`config.mk`:
```
export PLATFORM = sky130hd
export DESIGN_NAME = thermal_decoder
export DESIGN_NICKNAME = d
export VERILOG_FILES = /design/src/rtl/thermal_pkg.sv /design/src/rtl/therm_level_count.sv /design/src/rtl/thermal_decoder.sv
export SDC_FILE = /design/constraint.sdc
export NUM_CORES = 1
export LEC_CHECK = 0
export CAP_MARGIN = 20
export CORE_MARGIN = 8
export CORE_UTILIZATION = 40
export DETAILED_ROUTE_END_ITERATION = 8
export PLACE_DENSITY = 0.66
export SLEW_MARGIN = 20
export SYNTH_ARGS = -nofsm -noshare
export SYNTH_HDL_FRONTEND = slang
export SYNTH_HIERARCHICAL = 1
export SYNTH_SLANG_ARGS = --single-unit
```
`constraint.sdc`:
```
create_clock -name clk -period 3.65 [get_ports clk]
set_clock_uncertainty 0.1 [all_clocks]
set_input_delay 0.365 -clock clk [delete_from_list [all_inputs] [get_ports clk]]
set_output_delay 0.365 -clock clk [all_outputs]
set_load 0.01 [all_outputs]
```
`src/rtl/thermal_pkg.sv`:
```
// Shared constants and helpers for the pixel thermometer encoder/decoder pair.
//   RESOLUTION_DEF  : default pixel step per thermometer bit
//   INPUT_WIDTH_DEF : default thermometer width (= pixel width)
//   THRESHOLD       : encoder comparison offset within one step
//   clog2()         : ceil(log2(v)), usable in parameter expressions
package thermal_pkg;

    localparam int RESOLUTION_DEF  = 32;
    localparam int INPUT_WIDTH_DEF = 8;
    localparam int THRESHOLD       = RESOLUTION_DEF / 2;

    function automatic int clog2(input int v);
        int r;
        r = 0;
        while ((1 << r) < v) r++;
        return r;
    endfunction

endpackage

```
`src/rtl/therm_level_count.sv`:
```
// Combinational thermometer code -> level k.
//   code_i  [W-1:0]  thermometer code, bit 0 = lowest threshold
//   level_o [KW-1:0] reconstructed level, 0..W
// Build option THERMAL_DECODER_BUBBLE_FIX_EN:
//   defined   -> k = popcount(code), tolerant of bubbles
//   undefined -> k = run of contiguous ones from bit 0
module therm_level_count
    import thermal_pkg::*;
#(
    parameter int W  = INPUT_WIDTH_DEF,
    parameter int KW = clog2(W + 1)
) (
    input  logic [W-1:0]  code_i,
    output logic [KW-1:0] level_o
);

`ifdef THERMAL_DECODER_BUBBLE_FIX_EN
    always_comb begin
        level_o = '0;
        for (int i = 0; i < W; i++) begin
            level_o = level_o + KW'(code_i[i]);
        end
    end
`else
    logic run;

    // run stays high only while every bit below (and including) i is set,
    // so bits above the first zero contribute nothing.
    always_comb begin
        level_o = '0;
        run     = 1'b1;
        for (int i = 0; i < W; i++) begin
            run     = run & code_i[i];
            level_o = level_o + KW'(run);
        end
    end
`endif

endmodule

```
`src/rtl/thermal_decoder.sv`:
```
// Thermometer code -> reconstructed pixel, two-stage valid/ready pipeline.
//   clk, rst_n          : clock, async active-low reset
//   therm_in/in_valid/in_ready     : upstream handshake
//   pixel_out/bubble_err/out_valid/out_ready : downstream handshake
//   err_count           : saturating count of bubbled codes entering stage 2
// Stage 1 registers the code and its bubble flag; stage 2 registers the
// saturated pixel (k*RESOLUTION clipped to all-ones).
// Build option THERMAL_DECODER_BUBBLE_FIX_EN selects the level counting
// variant (see therm_level_count).
module thermal_decoder
    import thermal_pkg::*;
#(
    parameter int RESOLUTION  = RESOLUTION_DEF,
    parameter int INPUT_WIDTH = INPUT_WIDTH_DEF,
    parameter int ERR_CNT_W   = 16
) (
    input  logic                   clk,
    input  logic                   rst_n,
    input  logic [INPUT_WIDTH-1:0] therm_in,
    input  logic                   in_valid,
    output logic                   in_ready,
    output logic [INPUT_WIDTH-1:0] pixel_out,
    output logic                   bubble_err,
    output logic                   out_valid,
    input  logic                   out_ready,
    output logic [ERR_CNT_W-1:0]   err_count
);

    localparam int KW = clog2(INPUT_WIDTH + 1);
    // Product width leaves headroom so k*RESOLUTION never wraps before clipping.
    localparam int PW = INPUT_WIDTH + clog2(RESOLUTION) + 1;
    localparam logic [INPUT_WIDTH-1:0] PIX_MAX = '1;

    // Stage 1
    logic                   s1_v_q, s1_v_d;
    logic [INPUT_WIDTH-1:0] s1_code_q, s1_code_d;
    logic                   s1_bub_q, s1_bub_d;
    // Stage 2
    logic                   s2_v_q, s2_v_d;
    logic [INPUT_WIDTH-1:0] s2_pix_q, s2_pix_d;
    logic                   s2_bub_q, s2_bub_d;
    logic [ERR_CNT_W-1:0]   err_q, err_d;

    logic                   in_fire;
    logic                   s2_open;
    logic                   s1_move;
    logic                   bub_in;
    logic [KW-1:0]          level;
    logic [PW-1:0]          prod;
    logic [INPUT_WIDTH-1:0] pix_sat;

    // s2 can take a word when empty or when its current word leaves this edge.
    assign s2_open  = !s2_v_q || out_ready;
    assign s1_move  = s1_v_q && s2_open;
    assign in_ready = !s1_v_q || !s2_v_q || out_ready;
    assign in_fire  = in_valid && in_ready;

    // A bubble is a set bit sitting above a clear one.
    always_comb begin
        bub_in = 1'b0;
        for (int i = 1; i < INPUT_WIDTH; i++) begin
            bub_in = bub_in | (therm_in[i] & ~therm_in[i-1]);
        end
    end

    therm_level_count #(
        .W  (INPUT_WIDTH),
        .KW (KW)
    ) u_level (
        .code_i  (s1_code_q),
        .level_o (level)
    );

    assign prod    = PW'(level) * PW'(RESOLUTION);
    assign pix_sat = (prod > PW'(PIX_MAX)) ? PIX_MAX : prod[INPUT_WIDTH-1:0];

    always_comb begin
        s1_v_d    = s1_v_q;
        s1_code_d = s1_code_q;
        s1_bub_d  = s1_bub_q;
        s2_v_d    = s2_v_q;
        s2_pix_d  = s2_pix_q;
        s2_bub_d  = s2_bub_q;
        err_d     = err_q;

        // in_ready with s1 occupied implies s1 is moving on this edge,
        // so loading s1 never overwrites an unforwarded word.
        if (in_fire) begin
            s1_v_d    = 1'b1;
            s1_code_d = therm_in;
            s1_bub_d  = bub_in;
        end else if (s1_move) begin
            s1_v_d = 1'b0;
        end

        // Data registers only change on a load, so a stalled output holds.
        if (s2_open) begin
            s2_v_d = s1_v_q;
            if (s1_v_q) begin
                s2_pix_d = pix_sat;
                s2_bub_d = s1_bub_q;
            end
        end

        if (s1_move && s1_bub_q && (err_q != '1)) begin
            err_d = err_q + 1'b1;
        end
    end

    always_ff @(posedge clk or negedge rst_n) begin
        if (!rst_n) begin
            s1_v_q    <= 1'b0;
            s1_code_q <= '0;
            s1_bub_q  <= 1'b0;
            s2_v_q    <= 1'b0;
            s2_pix_q  <= '0;
            s2_bub_q  <= 1'b0;
            err_q     <= '0;
        end else begin
            s1_v_q    <= s1_v_d;
            s1_code_q <= s1_code_d;
            s1_bub_q  <= s1_bub_d;
            s2_v_q    <= s2_v_d;
            s2_pix_q  <= s2_pix_d;
            s2_bub_q  <= s2_bub_d;
            err_q     <= err_d;
        end
    end

    assign out_valid  = s2_v_q;
    assign pixel_out  = s2_pix_q;
    assign bubble_err = s2_bub_q;
    assign err_count  = err_q;

endmodule

```
Word level (Yosys, flattened, before mapping)
Index checks and enable logic that the tools add are counted.

Register bits after elaboration: 36. RAM bits: 0. Bits in read-only memories: 0. Memories: 0. Input port bits: 12. Output and inout port bits: 27. Bits in latches: 0.

$add $sub $neg: 8. Multiply operators: 0. Reductions and logical operators: 11. Mux-type cells: 3. $lt $le $gt $ge: 1. Bitwise operators: 27. Shifts and indexed selects: 0. Equal/unequal tests: 1. Divide/modulo/power cells: 0.

Operators with widths (count): adder 4 x 1 -> 4 bit (6); adder 16 x 1 -> 16 bit, second input constant (1); inequality test 16 bit, second input constant (1); AND 1 bit (14); greater-than comparator 9 x 8 -> 1 bit, second input constant (1); 2-to-1 mux 8 bit (1); inverter 1 bit (7); OR 1 bit (6); logical AND 1 bit (4); logical OR 1 bit (3); adder 1 x 1 -> 2 bit (1); zero test 1 bit (2); 2-to-1 mux 1 bit (2); AND reduction 2 bit (1); nonzero test 2 bit (1).

Logic depth before layout (Yosys ltp)
Word-level depth: 10. Gate-level depth with buffers: 13. Depth with buffers taken out: 13.

Modules after synthesis
Netlist, hierarchy kept.

Modules (own cells, without submodules): thermal_decoder (times used 1, sequential area each 800.8 sq um, area an instance 1506.4 sq um, cells an instance 136); therm_level_count (times used 1, sequential area each 0.0 sq um, area an instance 220.2 sq um, cells an instance 28).

Least setup slack after synthesis
No wires, ideal clock.

Kind: register to register. Start: reg s1_code_q[0]. End: reg s2_pix_q[6], in the netlist pixel_out[6]. Required time: 3419 ps. Slack: 609 ps. Buffers on the path: 0. Arrival time: 2810 ps. Clock period less this slack: 3041 ps. Cell stages (with the launch flop): 14. Cells stage by stage: dfrtp_1 > and4_4 > and2_1 > ha_1 > inv_1 > fa_1 > fa_1 > inv_1 > ha_1 > inv_1 > fa_1 > inv_1 > nor2_1 > o21ai_0.

Word-level cells in the longest chain between the ends: 10.

Ends and longest elaborated chain: from (decl) (RTL line thermal_decoder.sv:36) `logic [INPUT_WIDTH-1:0] s1_code_q, s1_code_d;`; from (signal assigned) (RTL line thermal_decoder.sv:121) `s1_code_q <= s1_code_d;`; AND 1 bit (RTL line therm_level_count.sv:33) `run = run & code_i[i];`; adder 1 x 1 -> 2 bit or AND 1 bit (tied branches) (RTL line therm_level_count.sv:34, therm_level_count.sv:33); adder 4 x 1 -> 4 bit or AND 1 bit (tied branches) (5 in a row) (RTL line therm_level_count.sv:34, therm_level_count.sv:33); adder 4 x 1 -> 4 bit (*) (RTL line therm_level_count.sv:34) `level_o = level_o + KW'(run);`; net level[1] (RTL line thermal_decoder.sv:48) `logic [KW-1:0] level;`; greater-than comparator 9 x 8 -> 1 bit (RTL line thermal_decoder.sv:75) `assign pix_sat = (prod > PW'(PIX_MAX)) ? PIX_MAX : prod[INPUT_WIDTH-1:0];`; 2-to-1 mux 8 bit (*) (RTL line thermal_decoder.sv:75); to (signal assigned) (RTL line thermal_decoder.sv:124) `s2_pix_q <= s2_pix_d;`; to (decl) (RTL line thermal_decoder.sv:40) `logic [INPUT_WIDTH-1:0] s2_pix_q, s2_pix_d;`.

The timed path passes the listed nets; every way through them passes the cells marked *. A chain may end at the register's enable or synchronous reset.

Final worst setup path
Start: reg s1_code_q[0]. End: reg s2_pix_q[7], in the netlist pixel_out[7].

The elaborated chain is that of the path after synthesis.

==> impl_metrics.py <==
metrics = {
    "run_status": {
        "status": "complete, no violations",
    },
    "yosys": {
        "synth_top_family_by_area": "simple AND/OR/NAND/NOR gates",
        "async_reset_ff_share_pct": 100,
        "yosys.area.top_type": "dfrtp_1",
        "synthAdderAreaFrac_pct": 7.10,
        "synth.distinct_cells": 39,
        "synth-edff-count": 0,
        "synth_area_leaders": "dfrtp_1 (46%), xnor2_1 (5.6%), mux2_2 (4.6%)",
        "synth-seq-area-share_pct": 46.4,
        "synth_cells": 164,
        "yosys_warnings": 6,
        "synth_xor_area_share_pct": 6.09,
        "syn_avg_cell_area_um2": 10.5,
        "synth-simple-area-share_pct": 21.9,
        "syn_nets": 184,
        "netlist.area_leader.share_pct": 46.4,
        "muxShareOfSynthArea_pct": 7.90,
        "synth_compound_area_share_pct": 5.43,
        "syn_area_um2": 1730,
        "synth_seq_cells": 32,
        "ys.flop_type": "dfrtp_1",
    },
    "die": {
        "die_w_um": 81.7,
        "io_pins": 39,
        "die_area_um2": 6670,
        "num_rows": 24,
        "die_h_um": 81.7,
        "start_util_pct": 40.5,
        "core_um2": 4260,
    },
    "timing": {
        "fmax_mhz": 316,
        "drv_slew": 0,
        "tns_ps": 0,
        "setup_viol": 0,
        "max_slew_margin_pct": 61.6,
        "worst_pin_slew_ps": 572,
        "fin_crit_sh_pct": 86.7,
        "min_period_ps": 3170,
        "hold_violations": 0,
        "rsz0062_at_grt": "false",
    },
    "power_and_ir_drop": {
        "p_leak_nw": 0.972,
        "ir_drop_mv": 0.247,
        "p_per_area_nw_per_um2": 487,
    },
    "grt": {
        "first_global_vias": 1401,
        "grt_max_degree": 33,
        "gr-usage-all-layers_pct": 11.9,
        "antenna_found_initial": 0,
        "grt_pass1_wl_um": 6270,
        "grt_overflow": 0,
    },
    "clock_network": {
        "cts_max_path_buffers": 2,
        "postCtsHoldBufs": 0,
        "cts_buffers": 5,
        "cts_tree": "built",
        "cts_setup_buffers": 0,
        "clk-insertion-delay-late_ps": 280,
        "cts_root_buf": "clkbuf_8",
        "htreeDepth": 2,
        "clk_pin_slew_ps": 60,
        "cts_sinks": 32,
        "ctsResizeCount": 0,
    },
    "final_layout": {
        "finalNetCount": 224,
        "utilization_pct": 53.0,
        "drive_gt1_share_pct": 12.7,
        "mostFrequentLayoutCell": "clkdlybuf4s50_1",
        "antenna-diode-count": 0,
        "syn_to_final_growth_pct": 30.9,
        "layout_common_cells": "clkdlybuf4s50_1 (38), dfrtp_1 (32), nand2_1 (15), inv_1 (12)",
    },
    "drt": {
        "ant_nets": 0,
        "totalWireLength_um": 3580,
        "vias": 1311,
        "wire_per_inst_um": 13.9,
        "drt_first_pass_iters": 4,
        "vias_per_cell": 5.10,
        "drc": 0,
        "first_iter_violations": 34,
    },
    "worst_setup_path": {
        "crit_type": "register to register",
        "crit_arrival_ps": 3260,
        "critPathLaunchType": "register",
        "crit_path_end_kind": "register",
        "crit_required_ps": 3750,
        "crit_fanout": 5,
    },
    "placed_design": {
        "port_buffers": 38,
        "place_congestion": 0.914,
        "hpwl_um": 2840,
    },
    "job": {
        "maxCapViolations": 0,
    },
    "min_path": {
        "min_path_type": "register to register",
    },
}
-- routing by layer --
| metal | GRT usage, % | vias up | wire, µm |
|---|---|---|---|
| li1 | - | 650 | - |
| met1 | 13.9 | 621 | 1600 |
| met2 | 20.1 | 34 | 1680 |
| met3 | 4.05 | 6 | 252 |
| met4 | 3.68 | 0 | 43 |
| met5 | 0 | - | 0 |
-- state kept, by name, summed over array words and instances (netlist names) --
register and flops:
s1_v_q 1, s1_bub_q 1, err_count 16, s1_code_q 8
bubble_err 1, out_valid 1, pixel_out 4
-- Yosys cell counts, drive strengths merged, types with 4 or more instances --
cell and number:
o21ai 7, and3 4, nand2 15, nand4 12, a21oi 4, and2 4, inv 12, ha 5
xnor2 11, buf 5, mux2 10, dfrtp 32, nand3 7, nor2 10
-- through the flow --
step	hold slack (ps)	cells	area [µm²]	worst slack, ps	total power, W
floorplan	-30.6	164	1730	609	0.000610
global placement	362	249	2130	571	0.000739
detailed placement	371	249	2130	447	0.000752
CTS	386	257	2260	453	0.00112
global route	407	257	2260	265	0.00117
finish	375	257	2260	485	0.00110
-- critical path: stages, from the launching register on --
cell and delay (ps):
dfrtp_1 420, and4_4 200, and2_1 140, ha_1 270
inv_1 50, fa_1 530, fa_1 410, inv_1 70
ha_1 150, inv_1 50, fa_1 370, xnor2_1 140
nor2_1 50, o21ai_0 150
-- final cells by class --
type | count | area (µm²)
Clock buffer | 7 | 96.3
Fill cell | 386 | 2000
Timing Repair Buffer | 39 | 388
Clock inverter | 1 | 30.0
Tap cell | 52 | 65.1
Inverter | 12 | 45.0
Sequential cell | 32 | 801
Multi-Input combinational cell | 114 | 836
-- power by group --
group          internal, W  switching (W)  leakage, nW
registers         0.000410      0.0000634        0.398
clock network     0.000241       0.000123       0.0645
logic             0.000153       0.000111        0.510
total             0.000804       0.000297        0.972
-- cells by family (layout without fill, tap and decap cells) --
family / Yosys count / in the layout
simple gates: 66 / 66
buf+inv: 18 / 59
xor+xnor: 12 / 12
fa+ha+maj: 8 / 8
flops: 32 / 32
compound gates: 16 / 16
mux: 12 / 12
-- worst paths after layout --
kind	startpoint	end	slack, ps	depth (start not counted)
max	s1_code_q[0]	pixel_out[7]	480	13
min	pixel_out[5]	pixel_out[5]	380	2
min reg2reg	pixel_out[5]	pixel_out[5]	380	2
max in group asynchronous	rst_n	s1_code_q[1]	2760	2
max reg2reg	s1_code_q[0]	pixel_out[7]	480	13
min in group asynchronous	rst_n	pixel_out[7]	390	2
Power figures use the tool's default switching activity.
